`config.mk`:
```
export PLATFORM = sky130hd
export DESIGN_NAME = enemy_shot
export DESIGN_NICKNAME = d
export VERILOG_FILES = /design/src/rtl/enemy_shot.sv
export SDC_FILE = /design/constraint.sdc
export NUM_CORES = 1
export LEC_CHECK = 0
export BUFFER_PORTS_ARGS = -buffer_cell sky130_fd_sc_hd__buf_2
export CELL_PAD_IN_SITES_DETAIL_PLACEMENT = 1
export CELL_PAD_IN_SITES_GLOBAL_PLACEMENT = 1
export CORE_MARGIN = 2
export CORE_UTILIZATION = 41
export CTS_CLUSTER_SIZE = 40
export DETAILED_ROUTE_END_ITERATION = 8
export PLACE_DENSITY_LB_ADDON = 0.2
export RECOVER_POWER = 50
export SETUP_SLACK_MARGIN = 0.15
export SYNTH_ARGS = -nofsm -noshare
export SYNTH_HDL_FRONTEND = slang
export SYNTH_SLANG_ARGS = --single-unit
```
`constraint.sdc`:
```
create_clock -name clk -period 3.2 [get_ports clk]
set_input_delay 0.32 -clock clk [delete_from_list [all_inputs] [get_ports clk]]
set_output_delay 0.32 -clock clk [all_outputs]
set_load 0.05 [all_outputs]
```
`src/rtl/enemy_shot.sv`:
```
// Enemy shot controller: picks a live shooter at random after a cooldown and drops one
// shot toward the player ship. It reports a ship hit and draws the shot as a red 4x12 box.
module enemy_shot #(
  parameter int unsigned STEP_DIV  = 500000,
  parameter int unsigned SHOT_STEP = 4,
  parameter int unsigned COOLDOWN  = 25000000,
  parameter int unsigned SHIP_Y    = 440,
  parameter int unsigned SHIP_W    = 40,
  parameter int unsigned SHIP_H    = 20,
  parameter int unsigned SCREEN_H  = 480
) (
  input  logic        clk,
  input  logic        reset,
  input  logic        enable,
  input  logic [23:0] enemy_alive,
  input  logic [10:0] ship_x,
  input  logic [9:0]  h_counter,
  input  logic [9:0]  v_counter,
  output logic        shot_active,
  output logic [10:0] shot_x,
  output logic [10:0] shot_y,
  output logic [4:0]  shooter_id,
  output logic        player_hit,
  output logic [7:0]  R,
  output logic [7:0]  G,
  output logic [7:0]  B
);

  typedef enum logic [1:0] {StIdle = 2'd0, StSelect = 2'd1, StFly = 2'd2} state_e;

  state_e      state;
  logic [15:0] lfsr;
  logic [31:0] cool_cnt;
  logic [31:0] step_cnt;
  logic [4:0]  scan_idx;
  logic [4:0]  scan_cnt;

  logic        lfsr_fb;
  logic [4:0]  start_idx;
  logic [10:0] load_x;
  logic [10:0] load_y;
  logic [11:0] y_sum;
  logic [10:0] y_step;
  logic        overlap;
  logic        off_screen;
  logic        pix_on;

  always_comb begin
    lfsr_fb   = lfsr[15] ^ lfsr[13] ^ lfsr[12] ^ lfsr[10];
    start_idx = (lfsr[4:0] >= 5'd24) ? lfsr[4:0] - 5'd24 : lfsr[4:0];
    load_x    = 11'd196 + 11'(scan_idx[2:0]) * 11'd80;
    load_y    = 11'd72 + 11'(scan_idx[4:3]) * 11'd50;
    // Widened by one bit so sums near the top of the range cannot wrap.
    y_sum      = {1'b0, shot_y} + 12'(SHOT_STEP);
    y_step     = y_sum[11] ? 11'h7FF : y_sum[10:0];
    overlap    = ({1'b0, shot_y} + 12'd12 > 12'(SHIP_Y)) &&
                 ({1'b0, shot_y} < 12'(SHIP_Y) + 12'(SHIP_H)) &&
                 ({1'b0, shot_x} + 12'd4 > {1'b0, ship_x}) &&
                 ({1'b0, shot_x} < {1'b0, ship_x} + 12'(SHIP_W));
    off_screen = {1'b0, shot_y} >= 12'(SCREEN_H);
    pix_on     = shot_active &&
                 ({2'b0, h_counter} >= {1'b0, shot_x}) &&
                 ({2'b0, h_counter} < {1'b0, shot_x} + 12'd4) &&
                 ({2'b0, v_counter} >= {1'b0, shot_y}) &&
                 ({2'b0, v_counter} < {1'b0, shot_y} + 12'd12);
    R = pix_on ? 8'hFF : 8'h00;
    G = 8'h00;
    B = 8'h00;
  end

  always_ff @(posedge clk or posedge reset) begin
    if (reset) begin
      state       <= StIdle;
      lfsr        <= 16'hACE1;
      cool_cnt    <= '0;
      step_cnt    <= '0;
      scan_idx    <= '0;
      scan_cnt    <= '0;
      shot_active <= 1'b0;
      shot_x      <= '0;
      shot_y      <= '0;
      shooter_id  <= '0;
      player_hit  <= 1'b0;
    end else begin
      lfsr       <= {lfsr[14:0], lfsr_fb};
      player_hit <= 1'b0;
      if (!enable) begin
        state       <= StIdle;
        shot_active <= 1'b0;
        cool_cnt    <= '0;
        step_cnt    <= '0;
      end else begin
        case (state)
          StIdle: begin
            if (cool_cnt + 32'd1 >= 32'(COOLDOWN)) begin
              cool_cnt <= '0;
              scan_idx <= start_idx;
              scan_cnt <= '0;
              state    <= StSelect;
            end else begin
              cool_cnt <= cool_cnt + 32'd1;
            end
          end
          StSelect: begin
            if (enemy_alive[scan_idx]) begin
              shooter_id  <= scan_idx;
              shot_x      <= load_x;
              shot_y      <= load_y;
              shot_active <= 1'b1;
              step_cnt    <= '0;
              state       <= StFly;
            end else if (scan_cnt == 5'd23) begin
              cool_cnt <= '0;
              state    <= StIdle;
            end else begin
              scan_idx <= (scan_idx == 5'd23) ? 5'd0 : scan_idx + 5'd1;
              scan_cnt <= scan_cnt + 5'd1;
            end
          end
          StFly: begin
            // Hit beats leaving the screen, which beats moving.
            if (overlap) begin
              player_hit  <= 1'b1;
              shot_active <= 1'b0;
              cool_cnt    <= '0;
              state       <= StIdle;
            end else if (off_screen) begin
              shot_active <= 1'b0;
              cool_cnt    <= '0;
              state       <= StIdle;
            end else if (step_cnt + 32'd1 >= 32'(STEP_DIV)) begin
              step_cnt <= '0;
              shot_y   <= y_step;
            end else begin
              step_cnt <= step_cnt + 32'd1;
            end
          end
          default: state <= StIdle;
        endcase
      end
    end
  end

endmodule

```
# Yosys cells after proc, flatten, opt, wreduce, memory -nomap -nowiden
# Cells that the tools add are included.
op_classes:
  add_sub_neg: 11
  mul: 2
  n_lt_le_gt_ge: 13
  n_eq_ne: 21
  muxes: 47
  bitwise_logic: 3
  n_reduce_logical: 17
ops:
  columns: ["op", "n"]
  rows:
  - ["$mux W32", 11]
  - ["$pmux W32 S3", 1]
  - ["$add A32 B1 Y32 const B", 2]
  - ["$pmux W32 S2", 1]
  - ["$mux W11", 5]
  - ["$mux W5", 8]
  - ["$ge A32 B19 Y1 const B", 1]
  - ["$ge A32 B25 Y1 const B", 1]
  - ["$add A11 B3 Y12 const B", 2]
  - ["$lt A10 B12 Y1", 2]
  - ["$ge A10 B11 Y1", 2]
  - ["$pmux W11 S2", 1]
  - ["$pmux W5 S2", 2]
  - ["$ne A3 B3 Y1 const B", 6]
  - ["$ne A2 B2 Y1 const B", 7]
  - ["$add A11 B4 Y12 const B", 1]
  - ["$add A11 B6 Y12 const B", 1]
  - ["$gt A12 B11 Y1", 1]
  - ["$gt A12 B9 Y1 const B", 1]
  - ["$lt A11 B12 Y1", 1]
  - ["$mux W2", 6]
  - ["$add A8 B10 Y11 const A", 1]
  - ["$ge A11 B9 Y1 const B", 1]
  - ["$lt A11 B9 Y1 const B", 1]
  - ["other kinds (26)", 48]
totals:
  reg_bits: 121
  inputBits: 58
  out_inout_bits: 53
  wordCells: 125

# Longest topological paths before layout
# Gate-level depths: netlist of run 1.
depth:
  word_depth: 8
  mapped_depth: 14
  depth_no_buf: 12

# Worst setup path before layout of run 1
# OpenSTA, ideal clock, no wires.
synth_path:
  kind: "register -> register"
  startpoint: "register shot_y[2]"
  endpoint: "register shot_y[2]"
  setup_ns: 0.080
  arrival_ns: 3.502
  required_ns: 3.120
  path_slack_ns: -0.383
  path_stages_with_launch: 13
  path_buffers: 2
  period_less_slack_ns: 3.583
  cell_sequence: "dfrtp_1 > inv_1 > ha_1 > buf_6 > inv_1 > nor4_2 > or4b_4 > a311oi_4 > o221ai_4 > a2111oi_4 > and2_1 > buf_6 > mux2i_1"
synth_between:
  elab_chain_cells: 7
  elab_cells_between_ends: 16
  cone_classes: "2 x add/sub; 3 x order compare; 2 x eq/ne; 5 x mux; 4 x reduce/logical"
synth_lines:
  columns: ["element", "line_no", "rtl"]
  rows:
  - ["start, declared", "21", "output logic [10:0] shot_y,"]
  - ["start signal, assigned", "108", "shot_y <= load_y;"]
  - ["start signal, assigned", "133", "shot_y <= y_step;"]
  - ["$add A11 B4 Y12", "56", "overlap = ({1'b0, shot_y} + 12'd12 > 12'(SHIP_Y)) &&"]
  - ["$gt A12 B9 Y1", "56", null]
  - ["$logic_and A1 B1 Y1", "56", null]
  - ["$logic_and A1 B1 Y1", "57", "({1'b0, shot_y} < 12'(SHIP_Y) + 12'(SHIP_H)) &&"]
  - ["$logic_and A1 B1 Y1", "58", "({1'b0, shot_x} + 12'd4 > {1'b0, ship_x}) &&"]
  - ["$ne A2 B2 Y1 (no line)", null, null]
  - ["$reduce_and A6 Y1 (no line)", null, null]
# Several ways; a longest one is shown, not always the timed one. The select of a mux whose other input is x is not followed.
# A chain may end at the register's enable or synchronous reset.

# Worst setup path in the final report of run 1
layout_path:
  startpoint: "register shot_y[3]"
  endpoint: "output R[7]"
layout_between:
  elab_chain_cells: 4
  elab_cells_between_ends: 6
  cone_classes: "1 x add/sub; 2 x order compare; 1 x mux; 2 x reduce/logical"
layout_lines:
  columns: ["element", "line_no", "rtl"]
  rows:
  - ["$add A11 B4 Y12 or $ge A10 B11 Y1 (tied branches)", "65, 64", null]
  - ["$lt A10 B12 Y1 or $logic_and A1 B1 Y1 (tied branches)", "65, 63", null]
  - ["$logic_and A1 B1 Y1 *", "64", "({2'b0, v_counter} >= {1'b0, shot_y}) &&"]
  - ["$mux W8 *", "66", "R = pix_on ? 8'hFF : 8'h00;"]
  - ["end, declared", "24", "output logic [7:0] R,"]
# Every way passes the cells marked *; elsewhere a longest branch is shown, timed or not.

==> results.json, run 1 <==
{
  "status": "complete, but fails checks",
  "violations": "capacitance limit, slew limit",
  "cp-end-kind": "primary output",
  "grt_overflow_total": 0,
  "fin_nets": 1263,
  "detail_route.iter0.violations": 338,
  "clk_latency_ns": 0.43,
  "placed_cells": 1368,
  "fin_crit_sh": 0.967,
  "relSlewSlack": -0.0781,
  "maxSlewViolCount": 66,
  "tritoncts": "done",
  "die_area_um2": 22500,
  "syn_area_um2": 8750,
  "async_reset_ff_frac": 1.00,
  "port_buffers": 91,
  "criticalPathCategory": "register to primary output",
  "synth_cell_types": 93,
  "post-place-ws_ns": -0.608,
  "place.gp.congestion": 0.853,
  "grtUsageTotal": 0.238,
  "powerDensity_nw_per_um2": 340,
  "cts.sinks": 116,
  "core_um2": 21000,
  "grt_pass1_vias": 8596,
  "dieHeight_um": 150,
  "synth_edf_count": 0,
  "synth_top_cell_area_share": 0.309,
  "clk_pin_slew_ns": 0.06,
  "yosysTopAreaCell": "dfrtp_1",
  "ios": 111,
  "worst_slack_ns": 0.104,
  "cp.required_ns": 2.88,
  "wl_per_cell_um": 19.3,
  "leakagePower_uw": 0.00501,
  "grt_setup_unrepaired": "yes",
  "skew_ns": 0.0105,
  "setup_viol": 0,
  "drt-vias-per-instance": 5.82,
  "cts_buffers": 17,
  "synth_area_per_cell_um2": 8.96,
  "cap_viol_max_count": 1,
  "fin_cells": 1432,
  "dieWidth_um": 150,
  "yosysSeqAreaShare": 0.333,
  "cts-htree-levels": 4,
  "ant_nets": 0,
  "drive_above_1_share": 0.323,
  "hold_slack_ns": 0.161,
  "wirelength_um": 27600,
  "initial_core_util": 0.418,
  "setup_tns_ns": 0,
  "dp_hpwl_um": 18500,
  "ys_warn_count": 0,
  "drc_errors": 0,
  "drtPass1Iterations": 5,
  "grt_pass1_wl_um": 43300,
  "fmax_mhz": 323,
  "period_needed_ns": 3.10,
  "yosys_register_bits": 116,
  "antenna_found_initial": 0,
  "cts_root_buf": "clkbuf_16",
  "path_max_fanout": 8,
  "tightest_slew_ns": 1.62,
  "routed-via-count": 8334,
  "power_uw": 3820,
  "diodes": 0,
  "grt_start_max_net_pins": 66,
  "synth_top_cells_by_area": "dfrtp_1, ha_1, nand2_1",
  "syn_inst": 977,
  "hold_path.class": "primary input to asynchronous set/reset pin",
  "final_hold_viol_count": 0,
  "rows": 53,
  "worstSetupStartpointType": "register",
  "synth_ff_type": "dfrtp_1",
  "cp.arrival_ns": 2.78,
  "area_growth_pct": 28.5,
  "cts.path.max_buffers": 2,
  "ir_worst_vdd_v": 0.000377
}
## final cells by class
| class | instances | area [um^2] |
|---|---|---|
| clock buffer | 17 | 425 |
| inverter | 53 | 203 |
| tap | 275 | 344 |
| fill | 2420 | 9710 |
| timing repair buffer | 212 | 1560 |
| clock inverter | 15 | 196 |
| sequential | 116 | 2940 |
| multi-input combinational | 744 | 5580 |
## final timing paths
path | slack (ns) | startpoint | cells after the start | endpoint
worst max-delay path | 0.10 | shot_y[3] | 11 | R[7]
worst min-delay path | 0.16 | reset | 2 | cool_cnt[24]
worst max register to register | 0.11 | shot_y[3] | 12 | shot_y[4]
worst min register to register | 0.35 | lfsr[14] | 0 | lfsr[15]
max in group asynchronous | 0.80 | reset | 3 | shot_y[7]
min in group clk | 0.35 | lfsr[14] | 0 | lfsr[15]
## critical path: stages (launching register included)
cell and delay, ns:
dfrtp_2 0.44, buf_6 0.14, o21ai_4 0.21, xnor2_2 0.13, ha_1 0.26, a21oi_1 0.17
o21ai_1 0.11, a211oi_2 0.18, o22ai_1 0.12, a211oi_2 0.23, buf_6 0.21, buf_8 0.16
## state kept, by name (all words and copies together), names as in the netlist
register and cells:
shot_active 1, shot_y 11, lfsr 16, shooter_id 5, scan_cnt 5, cool_cnt 32
scan_idx 5, state 2, player_hit 1, shot_x 6, step_cnt 32
## cell families (layout without fill, tap and decap cells)
family	Yosys count	after routing	synth area share
AND/OR/NAND/NOR	369	370	0.231
AO/OA/AOI/OAI	240	241	0.201
buffers and inverters	137	297	0.0842
flip-flops	116	116	0.333
adder cells (fa/ha/maj)	61	61	0.0872
XOR/XNOR	28	28	0.0280
multiplexers	25	25	0.0355
other	1	19	0.000428
## power breakdown
part           switching (uW)  internal, uW  total (uW)
Combinational             192           111         303
Clock                     798          1250        2040
Sequential               5.50          1470        1480
Total                     996          2830        3820
## cell usage in the layout, fill, tap and decap left out, types with 6 or more instances in the layout
master       n
buf_4      102
dfrtp_1     90
nand2_1     83
buf_2       83
ha_1        59
inv_1       48
nor2_1      47
nand3_1     46
o21ai_0     39
a21oi_1     36
and3_1      26
nor3_1      24
nand4_1     24
a22o_1      22
xnor2_1     22
o22ai_1     19
conb_1      19
clkbuf_16   18
dfrtp_2     18
or3_1       14
mux2i_1     13
and2_1      12
nor4_2      11
buf_6       11
o21a_1      10
nor4_1      10
nor2b_1      9
nand2b_1     8
nand4b_1     8
a31o_2       8
buf_8        8
o31ai_1      7
a21o_1       7
clkinv_4     6
## per-stage QoR
stage / util / cell area, um^2
2_1_floorplan: - / 8850
3_3_place_gp: 0.470 / 9840
3_5_place_dp: 0.470 / 9840
4_1_cts: 0.511 / 10700
5_1_grt: 0.537 / 11200
6_report: 0.537 / 11200
## per-layer routing
| metal | part of all wire | wire length (um) | global-route usage | up-vias |
|---|---|---|---|---|
| met5 | 0 | 0 | 0 | - |
| met4 | 0.025 | 695 | 0.0774 | 0 |
| met3 | 0.035 | 966 | 0.0327 | 50 |
| met2 | 0.49 | 13700 | 0.417 | 191 |
| met1 | 0.45 | 12300 | 0.305 | 4173 |
| li1 | - | - | - | 3920 |
## synthesized netlist by cell type (4+ instances only)
cell	count
o31ai_1	8
a211o_1	5
nand4b_1	8
mux4_2	4
nor2_1	50
xnor2_1	23
a22o_1	22
mux2i_1	13
xor2_1	5
or3_1	14
a22oi_1	6
nor4_1	20
nand3_1	48
buf_2	18
a211oi_2	4
nor3_1	26
clkbuf_2	4
a2111oi_0	4
and3_1	28
o21ai_0	43
dfstp_2	8
ha_1	61
a21oi_1	41
a31o_2	8
and4_1	10
clkbuf_1	22
inv_1	52
buf_4	33
o22ai_1	20
dfrtp_1	108
o32ai_1	7
nand2b_1	8
o21a_1	10
a31oi_1	5
mux2_2	8
nor3b_1	5
nand4_1	24
and2_1	13
nand2_1	83
a21o_1	8
nor2b_1	9
a211oi_1	6
## repair_timing
action                                  in CTS  in global routing
gates cloned                                 0                  3
hold buffers                                 0                  0
endpoints found under the setup margin      67                 83
setup buffers                               14                 15
gates resized for setup                     44                 87
pin swaps                                   12                 31
endpoints found under the hold margin        0                  0
No activity file was read; power rests on OpenSTA's default activity.
==> inputs of run 2 (changes only) <==
--- a/config.mk
+++ b/config.mk
@@ -12,6 +12,8 @@
 export CORE_UTILIZATION = 41
 export CTS_CLUSTER_SIZE = 40
 export DETAILED_ROUTE_END_ITERATION = 8
+export GPL_TIMING_DRIVEN = 0
+export HOLD_SLACK_MARGIN = 0.06
 export PLACE_DENSITY_LB_ADDON = 0.2
 export RECOVER_POWER = 50
 export SETUP_SLACK_MARGIN = 0.15
==> run 2 against run 1 <==
Against the previous run: the run ends with setup timing left; maximum frequency decreased by 4.6%; largest cell class unchanged; setup slack got worse by 0.15 ns; critical endpoint is now shot_y[4]; worst hold slack improved by 0.19 ns; largest power group unchanged; routed wire length increased by 17%; register-to-register slack got worse by 0.16 ns; first-iteration DRC count increased by 36%; design area increased by 11%.
==> results.json, run 2 (same netlist as run 1, synthesis figures left out) <==
{
  "hold_slack_ns": 0.349,
  "detail_route.iter0.violations": 461,
  "dieHeight_um": 150,
  "drt-vias-per-instance": 6.08,
  "dp_hpwl_um": 18900,
  "hold_path.class": "register to register",
  "grt_setup_unrepaired": "yes",
  "tritoncts": "done",
  "fin_crit_sh": 1.01,
  "reg2reg_setup_slack_ns": -0.05,
  "fin_nets": 1305,
  "period_needed_ns": 3.25,
  "p_switching_uw": 974,
  "criticalPathCategory": "register to register",
  "grt_overflow_total": 0,
  "grt_pass1_wl_um": 44500,
  "placed_area_um2": 9710,
  "wirelength_um": 32200,
  "path_max_fanout": 10,
  "violations": "setup timing",
  "rows": 53,
  "cap_viol_max_count": 0,
  "cp.required_ns": 3.52,
  "clkPwrFrac": 0.518,
  "cts.path.max_buffers": 2,
  "setup_viol": 11,
  "dr_wl_met2_um": 16400,
  "diodes": 0,
  "leakagePower_uw": 0.00538,
  "wl_per_cell_um": 21.9,
  "final_common_cell": "dfrtp_1",
  "dieWidth_um": 150,
  "worst_slack_ns": -0.0456,
  "initial_core_util": 0.418,
  "cts_root_buf": "clkbuf_16",
  "grtUsageTotal": 0.247,
  "drive_above_1_share": 0.407,
  "cp-end-kind": "register",
  "hold_depth": 0,
  "port_buffers": 90,
  "ant_nets": 0,
  "p_sw_frac": 0.260,
  "met1_length_um": 13300,
  "drc_errors": 0,
  "powerDensity_nw_per_um2": 301,
  "grt_pass1_vias": 8534,
  "fillers": 2351,
  "stdcell_area_um2": 12400,
  "power.internal_uw": 2770,
  "skew_ns": 0.0122,
  "top_layer": "met4",
  "place.gp.congestion": 0.839,
  "fmax_mhz": 308,
  "area_growth_pct": 42.1,
  "cp.arrival_ns": 3.57,
  "drtPass1Iterations": 7,
  "power_uw": 3750,
  "p_seq_frac": 0.394,
  "ir_worst_vdd_v": 0.000355,
  "clk_latency_ns": 0.43,
  "routed-via-count": 8961,
  "reg.largest.list": "cool_cnt: 32 flops, step_cnt: 32 flops, lfsr: 16 flops",
  "ios": 111,
  "r2r_cells": 10,
  "antenna_found_initial": 0,
  "comb_power_share": 0.088,
  "status": "complete, but fails checks",
  "cts_buffers": 17,
  "grt_start_max_net_pins": 36,
  "relSlewSlack": 0.411,
  "tightest_slew_ns": 0.879,
  "die_area_um2": 22500,
  "cts.sinks": 116,
  "clk_pin_slew_ns": 0.07,
  "post-place-ws_ns": -0.654,
  "cts-htree-levels": 4,
  "wl_met3_um": 1600,
  "core_um2": 21000,
  "final_hold_viol_count": 0,
  "final_cell_mix": "dfrtp_1, buf_4, buf_2, nand2_1, ha_1",
  "worstSetupStartpointType": "register",
  "maxSlewViolCount": 0
}
-- run 2: cell types whose count changed in the layout (fill, tap and decap cells not counted), moves of 6 or more --
cell and change:
buf_4 -19, clkbuf_4 +9, a21oi_1 -17, and3_4 +12
clkbuf_1 +21, a21oi_4 +9, buf_6 +19, o22ai_2 +9
a21oi_2 +8, o22ai_1 -9, nand3_1 -7, and3_1 -12
nand2_1 -6, buf_8 +8
-- run 2: timing repair --
item	in CTS	in global routing
setup endpoints to repair	92	92
endpoints found under the hold margin	17	0
setup buffers	39	31
cloned	5	3
hold buffers	1	0
pin swaps	38	61
gates resized for setup	158	182
-- run 2: final cells by class --
class                           instances  area [um^2]  share of cell area
Clock buffer                           19          443              0.0356
Multi-Input combinational cell        742         6270               0.504
Tap cell                              275          344              0.0277
Sequential cell                       116         2940               0.236
Timing Repair Buffer                  172         1320               0.106
Buffer                                 84          756              0.0608
Clock inverter                         13          150              0.0121
Inverter                               53          216              0.0174
-- run 2: per-stage QoR --
step,setup TNS [ns],utilization,cells
floorplan,0,-,995
global route,-3.41,0.593,1474
CTS,0,0.542,1440
detailed placement,-34.06,0.463,1363
finish,-0.364,0.593,1474
global placement,-30.72,0.460,1360
-- run 2: worst max-delay path, stage by stage (launching register included) --
cell and delay (ns):
dfrtp_1 0.35, clkbuf_1 0.34, nand4_1 0.32, nor4_2 0.41
xnor2_1 0.21, o211ai_1 0.24, or4b_4 0.54, buf_6 0.17
and2_4 0.16, buf_8 0.14, o221a_4 0.25
-- run 2: path summary, 6_finish.rpt --
check / startpoint / end
setup / recovery: step_cnt[13] / shot_y[4]
hold / removal: lfsr[14] / lfsr[15]
setup reg to reg: step_cnt[13] / shot_y[4]
hold reg to reg: lfsr[14] / lfsr[15]
max in group asynchronous: reset / lfsr[6]
min in group asynchronous: reset / cool_cnt[13]
-- run 2: layer usage --
layer	vias to the layer above	track usage
met5	-	0
met4	0	0.0759
met3	75	0.0376
met2	317	0.420
met1	4547	0.323
li1	4022	-
-- run 2: power groups by stage --
stage / Sequential, uW / Combinational [uW] / Clock, uW
finish: 1480 / 330 / 1940
global route: 1480 / 361 / 2020
CTS: 1480 / 312 / 1950
detailed placement: 1500 / 291 / 0
global placement: 1500 / 276 / 0
floorplan: 1500 / 194 / 0
==> inputs of run 3 (changes only) <==
--- a/config.mk
+++ b/config.mk
@@ -7,9 +7,9 @@
 export LEC_CHECK = 0
 export BUFFER_PORTS_ARGS = -buffer_cell sky130_fd_sc_hd__buf_2
 export CELL_PAD_IN_SITES_DETAIL_PLACEMENT = 1
-export CELL_PAD_IN_SITES_GLOBAL_PLACEMENT = 1
+export CELL_PAD_IN_SITES_GLOBAL_PLACEMENT = 2
 export CORE_MARGIN = 2
-export CORE_UTILIZATION = 41
+export CORE_UTILIZATION = 33
 export CTS_CLUSTER_SIZE = 40
 export DETAILED_ROUTE_END_ITERATION = 8
 export GPL_TIMING_DRIVEN = 0
==> run 3 against run 2 <==
Against the previous run: critical path type is now register to primary output; critical endpoint is now R[0]; sequential share of layout area up 0.16 points; utilization shrank 12 points; cell count rose by 3.8%; worst hold slack gained 0.0014 ns; highest routed layer unchanged; clock power is 5% higher; non-clock buffer count decreased by 5; first-iteration DRC count down 27%; routed wire length down 9.5%; largest power group unchanged; the flow finishes with violations (capacitance limit, slew limit); critical path depth increased by 2; design area fell by 0.95%; total power is 2.4% higher; combinational power decreased by 3%.
==> results.json, run 3 (same netlist as run 1, synthesis figures left out) <==
{
  "status": "complete, but fails checks",
  "violations": "capacitance limit, slew limit",
  "rows": 59,
  "area_growth_pct": 40.7,
  "reg2reg_from": "shot_y[2]",
  "hold_depth": 0,
  "drtPass1Iterations": 4,
  "diodes": 0,
  "tritoncts": "done",
  "final_cell_mix": "dfrtp_1, buf_2, buf_4, nand2_1, ha_1",
  "grt_setup_unrepaired": "yes",
  "tightest_slew_ns": 1.61,
  "cp.required_ns": 2.88,
  "placed_area_um2": 9780,
  "die_area_um2": 27800,
  "place.gp.congestion": 0.811,
  "drive_above_1_share": 0.389,
  "skew_ns": 0.0134,
  "final_common_cell": "dfrtp_1",
  "path_max_fanout": 8,
  "cts-htree-levels": 4,
  "reg2reg_setup_slack_ns": 0.03,
  "grt_overflow_total": 0,
  "cap_viol_max_count": 1,
  "grt_start_max_net_pins": 38,
  "ios": 111,
  "cts_buffers": 17,
  "fmax_mhz": 315,
  "reg.largest.list": "cool_cnt: 32 flops, step_cnt: 32 flops, lfsr: 16 flops",
  "powerDensity_nw_per_um2": 312,
  "fin_nets": 1301,
  "stdcell_area_um2": 12300,
  "cts_root_buf": "clkbuf_16",
  "antenna_found_initial": 0,
  "core_um2": 26100,
  "wirelength_um": 29200,
  "routed-via-count": 8344,
  "final_util": 0.473,
  "cts.path.max_buffers": 2,
  "leakagePower_uw": 0.00542,
  "dp_hpwl_um": 19900,
  "setup_viol": 0,
  "relSlewSlack": -0.0736,
  "grtUsageTotal": 0.202,
  "drc_errors": 0,
  "dieWidth_um": 167,
  "ir_worst_vdd_v": 0.000375,
  "maxSlewViolCount": 37,
  "grt_pass1_wl_um": 45700,
  "wl_per_cell_um": 19.1,
  "port_buffers": 90,
  "cp-end-kind": "primary output",
  "clk_latency_ns": 0.43,
  "dieHeight_um": 167,
  "hold_path.startpoint": "lfsr[8]",
  "min_to": "lfsr[9]",
  "drt-vias-per-instance": 5.45,
  "worst_slack_ns": 0.0294,
  "period_needed_ns": 3.17,
  "ant_nets": 0,
  "r2r_cells": 11,
  "criticalPathCategory": "register to primary output",
  "multi_input_area_um2": 6190,
  "regArea_um2": 2930,
  "worstSetupStartpointType": "register",
  "cp.arrival_ns": 2.85,
  "initial_core_util": 0.336,
  "hold_path.class": "register to register",
  "cts.sinks": 116,
  "r2r_end": "step_cnt[0]",
  "fillers": 2928,
  "final_hold_viol_count": 0,
  "grt_pass1_vias": 8507,
  "detail_route.iter0.violations": 335,
  "post-place-ws_ns": -0.692,
  "clk_pin_slew_ns": 0.06,
  "fin_crit_sh": 0.991
}
run 3: cell count changes in the layout (fill, tap and decap cells not counted), moves of 4 or more:
cell / before / now
nor4_2: 10 / 5
dfrtp_1: 89 / 95
inv_8: 1 / 5
clkbuf_4: 9 / 4
a21oi_2: 12 / 16
dfrtp_2: 19 / 13
a31o_4: 5 / 0
buf_2: 78 / 83
a31o_2: 3 / 8
inv_6: 3 / 7
run 3: through the flow:
stage | setup TNS [ns] | total power [uW] | cells | hold slack, ns
after floorplan | 0 | 1700 | 995 | 0.331
after global placement | -36.59 | 1780 | 1420 | 0.338
after detailed placement | -39.42 | 1800 | 1423 | 0.339
after CTS | -0.0474 | 3870 | 1497 | 0.349
after global routing | -1.33 | 3980 | 1530 | 0.361
final | 0 | 3840 | 1530 | 0.350
run 3: where the power goes:
part | switching, uW | internal (uW)
logic | 197 | 125
clock network | 856 | 1190
registers | 4.38 | 1470
run 3: final cells by class:
type | count | area share
buffer | 84 | 0.0566
clock buffer | 17 | 0.0345
clock inverter | 15 | 0.0149
inverter | 53 | 0.0174
multi-input combinational | 743 | 0.503
sequential | 116 | 0.238
tap | 335 | 0.0340
timing repair buffer | 167 | 0.102
run 3: how the worst max path moves through the flow:
stage | start | to | cells past startpoint
6_report | shot_y[2] | R[0] | 12
4_1_cts | shot_y[2] | R[1] | 13
3_3_place_gp | ship_x[3] | cool_cnt[18] | 14
5_1_grt | step_cnt[10] | shot_y[4] | 12
2_1_floorplan | shot_y[2] | shot_y[2] | 10
3_5_place_dp | ship_x[3] | cool_cnt[11] | 14
run 3: worst max-delay path, stage by stage (launching register included):
cell      delay (ns)
dfrtp_2         0.47
buf_12          0.16
o21ai_4         0.15
xnor2_2         0.13
ha_1            0.27
a21oi_2         0.14
o21ai_2         0.07
a211oi_2        0.27
o22ai_2         0.14
a211oi_4        0.22
buf_6           0.15
buf_4           0.11
buf_8           0.13
run 3: per-layer routing:
| layer | up-vias | wire length [um] | track usage |
|---|---|---|---|
| li1 | 4009 | - | - |
| met1 | 4111 | 13100 | 0.269 |
| met2 | 187 | 14300 | 0.337 |
| met3 | 37 | 1160 | 0.0309 |
| met4 | 0 | 522 | 0.0596 |
| met5 | - | 0 | 0 |
run 3: what timing repair did:
item,in CTS,in global routing
endpoints found under the hold margin,19,0
hold buffers,1,0
endpoints found under the setup margin,92,92
pin swaps,19,56
resized for setup,121,181
gates cloned,2,3
setup buffers,39,30
